**src/rtl/cb_pkg.sv**
```systemverilog
// Shared definitions for the in-order completion buffer.
// Contents: buffer geometry constants and the per-entry record.
package cb_pkg;

    localparam int DEPTH  = 8;
    localparam int TAG_W  = 3;
    localparam int ADDR_W = 5;

    typedef struct packed {
        logic              valid;
        logic              finished;
        logic              wr;
        logic [ADDR_W-1:0] rd;
    } cbEntry_t;

endpackage

```
**src/rtl/cb_retire_select.sv**
```systemverilog
// Combinational retire selection for the completion buffer.
// Ports:
//   headEntry, nextEntry : registered entries at head and head+1
//   head                 : current head pointer
//   r0, r1               : head / head+1 retire this cycle
//   updEnA/B, updAddrA/B : next-cycle ARF update strobes and addresses
//   headNext             : head advanced by the number of retiring entries
module cb_retire_select
    import cb_pkg::*;
(
    input  cbEntry_t          headEntry,
    input  cbEntry_t          nextEntry,
    input  logic [TAG_W-1:0]  head,
    output logic              r0,
    output logic              r1,
    output logic              updEnA,
    output logic              updEnB,
    output logic [ADDR_W-1:0] updAddrA,
    output logic [ADDR_W-1:0] updAddrB,
    output logic [TAG_W-1:0]  headNext
);

    logic sameRd;

    always_comb begin
        // Two commits to the same GPR in one cycle would leave the result to the
        // register file's port priority; split them so the younger lands last.
        sameRd   = headEntry.wr & nextEntry.wr & (headEntry.rd == nextEntry.rd);
        r0       = headEntry.valid & headEntry.finished;
        r1       = r0 & nextEntry.valid & nextEntry.finished & ~sameRd;
        updEnA   = r0 & headEntry.wr;
        updEnB   = r1 & nextEntry.wr;
        updAddrA = headEntry.rd;
        updAddrB = nextEntry.rd;
        headNext = head + TAG_W'(r0) + TAG_W'(r1);
    end

endmodule

```
**src/rtl/completion_buffer.sv**
```systemverilog
// In-order completion buffer: allocates up to two entries per cycle in program
// order, marks them finished out of order, and retires up to two per cycle from
// the head, driving registered ARF update strobes.
// Ports:
//   clk, rst_n                         : clock, async active-low reset
//   disp_en_A/B, disp_wr_A/B, disp_rd_A/B : dispatch (B only with A)
//   disp_ready, disp_tag_A/B           : allocation status and assigned tags
//   fin_en_A/B, fin_tag_A/B            : execution writeback
//   flush                              : discard all entries
//   updateEnA/B, updateAddrA/B         : registered ARF commit interface
//   count                              : occupied entries
module completion_buffer
    import cb_pkg::*;
(
    input  logic              clk,
    input  logic              rst_n,
    input  logic              disp_en_A,
    input  logic              disp_en_B,
    input  logic              disp_wr_A,
    input  logic              disp_wr_B,
    input  logic [ADDR_W-1:0] disp_rd_A,
    input  logic [ADDR_W-1:0] disp_rd_B,
    output logic              disp_ready,
    output logic [TAG_W-1:0]  disp_tag_A,
    output logic [TAG_W-1:0]  disp_tag_B,
    input  logic              fin_en_A,
    input  logic              fin_en_B,
    input  logic [TAG_W-1:0]  fin_tag_A,
    input  logic [TAG_W-1:0]  fin_tag_B,
    input  logic              flush,
    output logic              updateEnA,
    output logic              updateEnB,
    output logic [ADDR_W-1:0] updateAddrA,
    output logic [ADDR_W-1:0] updateAddrB,
    output logic [TAG_W:0]    count
);

    localparam logic [TAG_W:0] READY_MAX = (TAG_W+1)'(DEPTH - 2);

    cbEntry_t          entries [DEPTH];
    logic [TAG_W-1:0]  head;
    logic [TAG_W-1:0]  tail;
    logic [TAG_W-1:0]  headP1;
    logic [TAG_W-1:0]  tailP1;
    logic [TAG_W-1:0]  headNext;
    logic              r0;
    logic              r1;
    logic              updEnA;
    logic              updEnB;
    logic [ADDR_W-1:0] updAddrA;
    logic [ADDR_W-1:0] updAddrB;
    logic              dispAccept;
    logic [TAG_W:0]    nDisp;
    logic [TAG_W:0]    nRet;

    assign headP1     = head + TAG_W'(1);
    assign tailP1     = tail + TAG_W'(1);
    // Uses the pre-edge count only, so two free slots are guaranteed even when
    // nothing retires this cycle; a dispatch can never land on a live entry.
    assign disp_ready = (count <= READY_MAX);
    assign disp_tag_A = tail;
    assign disp_tag_B = tailP1;
    assign dispAccept = disp_en_A & disp_ready;
    assign nDisp      = (TAG_W+1)'(dispAccept) + (TAG_W+1)'(dispAccept & disp_en_B);
    assign nRet       = (TAG_W+1)'(r0) + (TAG_W+1)'(r1);

    cb_retire_select uSel (
        .headEntry (entries[head]),
        .nextEntry (entries[headP1]),
        .head      (head),
        .r0        (r0),
        .r1        (r1),
        .updEnA    (updEnA),
        .updEnB    (updEnB),
        .updAddrA  (updAddrA),
        .updAddrB  (updAddrB),
        .headNext  (headNext)
    );

    always_ff @(posedge clk or negedge rst_n) begin
        if (!rst_n) begin
            for (int i = 0; i < DEPTH; i++) entries[i] <= '0;
            head        <= '0;
            tail        <= '0;
            count       <= '0;
            updateEnA   <= 1'b0;
            updateEnB   <= 1'b0;
            updateAddrA <= '0;
            updateAddrB <= '0;
        end else if (flush) begin
            for (int i = 0; i < DEPTH; i++) begin
                entries[i].valid    <= 1'b0;
                entries[i].finished <= 1'b0;
            end
            head      <= '0;
            tail      <= '0;
            count     <= '0;
            updateEnA <= 1'b0;
            updateEnB <= 1'b0;
        end else begin
            for (int i = 0; i < DEPTH; i++) begin
                if (entries[i].valid &&
                    ((fin_en_A && fin_tag_A == TAG_W'(i)) ||
                     (fin_en_B && fin_tag_B == TAG_W'(i))))
                    entries[i].finished <= 1'b1;
            end
            // Retire clears after the finish update so a retiring entry ends empty.
            if (r0) begin
                entries[head].valid    <= 1'b0;
                entries[head].finished <= 1'b0;
            end
            if (r1) begin
                entries[headP1].valid    <= 1'b0;
                entries[headP1].finished <= 1'b0;
            end
            if (dispAccept) begin
                entries[tail] <= '{valid: 1'b1, finished: 1'b0, wr: disp_wr_A, rd: disp_rd_A};
                if (disp_en_B)
                    entries[tailP1] <= '{valid: 1'b1, finished: 1'b0, wr: disp_wr_B, rd: disp_rd_B};
            end
            head      <= headNext;
            tail      <= tail + TAG_W'(nDisp);
            count     <= count + nDisp - nRet;
            updateEnA <= updEnA;
            updateEnB <= updEnB;
            if (updEnA) updateAddrA <= updAddrA;
            if (updEnB) updateAddrB <= updAddrB;
        end
    end

endmodule
```
**config.mk**
```make
export PLATFORM = sky130hd
export DESIGN_NAME = completion_buffer
export DESIGN_NICKNAME = d
export VERILOG_FILES = /design/src/rtl/cb_pkg.sv /design/src/rtl/cb_retire_select.sv /design/src/rtl/completion_buffer.sv
export SDC_FILE = /design/constraint.sdc
export NUM_CORES = 1
export LEC_CHECK = 0
export CAP_MARGIN = 30
export CORE_UTILIZATION = 40
export DETAILED_ROUTE_END_ITERATION = 7
export GPL_TIMING_DRIVEN = 0
export HOLD_SLACK_MARGIN = 0.06
export SETUP_SLACK_MARGIN = 0.15
export SLEW_MARGIN = 20
export SYNTH_ARGS = -nofsm -noshare
export SYNTH_HDL_FRONTEND = slang
export SYNTH_SLANG_ARGS = --single-unit
```
**constraint.sdc**
```tcl
create_clock -name clk -period 5.3 [get_ports clk]
set_input_delay 1.06 -clock clk [delete_from_list [all_inputs] [get_ports clk]]
set_output_delay 1.06 -clock clk [all_outputs]
set_load 0.1 [all_outputs]
```
==> results_dict.tcl <==
set metrics [dict create \
    status "finished clean" \
    fin_area_um2 6300 \
    avgSynthCellArea_um2 9.55 \
    synth_area_leader_cell "dfrtp_1" \
    layout_setup_ws_ns 0.424 \
    cp_top_family "adder cells" \
    syn_inst 566 \
    dp_hpwl_um 12000 \
    synth_top_cell_area_share_pct 39.8 \
    drc_errors 0 \
    ys_ff_latch 86 \
    via_per_inst 6.08 \
    grt_pass1_vias 4978 \
    start_kind "flop" \
    cts_root_buffer "clkbuf_16" \
    ant_nets 0 \
    post-route-util_pct 47.8 \
    p_leak_nw 2.48 \
    vias 4842 \
    fin_crit_sh_pct 92.0 \
    synth.most_common_cell "a21oi_1" \
    netlist_top_cells_count "a21oi_1, dfrtp_1, nor2_1" \
    synth.area.top_cells "dfrtp_1, a21oi_1, mux4_2" \
    yosysWarnings 0 \
    synth-main-ff-cell "dfrtp_1" \
    fin_worst_skew_ns 0.00662 \
    pre_cts_ws_ns 0.146 \
    place_area_um2 6010 \
    initialDrtViolationCount 369 \
    period_needed_ns 4.88 \
    async_flop_share_pct 100 \
    synth_cell_types 50 \
    die_height_um 118 \
    synth_fp_nets 605 \
    nFillCells 1264 \
    cts_max_path_buffers 2 \
    h-tree-depth 3 \
    cts_hold_buf 0 \
    drv_slew 0 \
    powerDensity_nw_per_um2 452 \
    insertion_delay_ns 0.35 \
    io_buffers 35 \
    core_area_um2 13200 \
    drtPass1Iterations 5 \
    hold_viol 0 \
    grt_pass1_wl_um 27400 \
    diodes 0 \
    total_power_mw 2.85 \
    num-nets-final 654 \
    cts_tree "done" \
    clock-sinks 86 \
    place.gp.congestion 0.884 \
    ys_seq_area_share_pct 39.8 \
    crit_buf_inv 3 \
    path_cells "ha_1 -> buf_2 -> buf_2 -> mux2i_1 -> mux4_2 -> xnor2_1 -> and4_4 -> buf_6 -> a21oi_2 -> nor2_1 -> ha_1 -> fa_1 -> ha_1 -> a21o_1 -> a21oi_1 -> xor2_1 -> nor2_1" \
    drv_cap 0 \
    wirelength_um 17200 \
    globalRouteTotalUtil_pct 26.0 \
    max_stage_delay_ns 0.54 \
    synth_edf_count 0 \
    fmaxAchievable_ghz 0.205 \
    grt_max_degree 46 \
    synthesis.area_um2 5400 \
    gr-total-overflow 0 \
    start_util_pct 41.0 \
    synthToLayoutAreaGrowth_pct 16.7 \
    cts_inserted_buffers 9 \
    hold_class "reg2reg" \
    antenna_found_initial 0 \
    rows 42 \
    ir_drop_uv 361 \
    tightest_slew_ns 1.09 \
    grt_setup_unrepaired "no" \
    ios 48 \
    crit_path_frequent_cell "ha_1" \
    timing.slew.headroom_pct 27.4 \
    crit_type "reg2reg" \
    drive_gt1_share_pct 10.5 \
    critPathSlowestCell "mux4_2" \
    setup_viol 0 \
    crit_path_end_kind "flop" \
    die_area_um2 14000 \
    die_x_um 118 \
    wire_per_inst_um 21.6 \
    worst_ep_required_time_ns 5.52 \
    path_max_fanout 10 \
    arrival_ns 5.09 \
    path_clk_slew_ns 0.06 \
    finalSetupTns_ns 0 \
]
==> path summary, 6_finish.rpt <==
path | end | slack (ns) | start | depth (start not counted)
setup / recovery | count[3] | 0.42 | head[0] | 17
hold / removal | updateAddrA[3] | 0.48 | updateAddrA[3] | 1
setup reg to reg | count[3] | 0.42 | head[0] | 17
hold reg to reg | updateAddrA[3] | 0.48 | updateAddrA[3] | 1
max in group asynchronous | entries[31] | 3.97 | rst_n | 2
min in group asynchronous | entries[58] | 0.69 | rst_n | 1
==> routing by layer <==
metal,track usage (%),vias to the layer above,wire length (um)
li1,-,2177,-
met1,33.6,2333,7010
met2,39.9,265,7830
met3,5.89,67,1540
met4,15.1,0,782
met5,0,-,0
==> cells in the final DEF (no fill, tap or decap), types with 4 or more instances in the layout <==
master	instances
nor2b_1	12
o22ai_1	54
nor2_1	67
nand2_1	32
inv_1	23
ha_1	10
buf_1	13
and3_1	4
buf_2	5
o31ai_1	4
buf_4	5
clkdlybuf4s50_1	34
mux4_2	20
clkbuf_1	17
clkbuf_16	9
fa_1	4
a21oi_1	96
nand4_1	4
mux2i_1	29
dfrtp_1	86
nand3b_1	4
xnor2_1	7
nand3_1	11
o21ai_0	4
nand2b_1	10
nor4_1	4
==> area by class of cell <==
class	count	area [um^2]	share of cell area, %
repair buffers	38	390	6.19
inverters	23	86.3	1.37
clock buffers	13	270	4.29
well taps	176	220	3.49
plain buffers	39	183	2.90
flip-flops and latches	86	2150	34.1
multi-input cells	418	2990	47.4
clock inverters	3	17.5	0.278
==> flip-flops by register name, indices dropped and copies added (netlist names) <==
signal / cells
entries: 64
updateAddrA: 5
updateAddrB: 5
count: 4
disp_tag_A: 3
head: 3
updateEnA: 1
updateEnB: 1
==> cells by family after synthesis <==
family	share of synthesized area, %
AO/OA/AOI/OAI	19.2
XOR/XNOR	2.11
adder cells (fa/ha/maj)	3.80
buffers and inverters	4.98
flip-flops	39.8
multiplexers	15.9
AND/OR/NAND/NOR	14.2
==> worst register-to-register path, delay by kind of cell, from the launching register on <==
kind | cells | cell delay [ns]
AO/OA/AOI/OAI | 3 | 0.77
XOR/XNOR | 2 | 0.31
adder cells (fa/ha/maj) | 4 | 1.38
buffers and inverters | 3 | 0.80
flip-flops | 1 | 0.45
multiplexers | 2 | 0.67
AND/OR/NAND/NOR | 3 | 0.36
==> power breakdown <==
part,internal (mW),switching [mW],total (mW)
clock network,0.355,0.267,0.621
logic,0.436,0.742,1.18
registers,0.867,0.184,1.05
==> repair_timing <==
item | in CTS | in global routing
resized for setup | 1 | 0
setup buffers | 0 | 0
setup endpoints to repair | 2 | 0
==> metrics by stage <==
step,hold slack [ns],std cells
after floorplan,0.505,566
after global placement,0.465,777
after detailed placement,0.472,780
after CTS,0.484,796
after global routing,0.489,796
final,0.480,796
No activity file was read; power rests on OpenSTA's default activity.
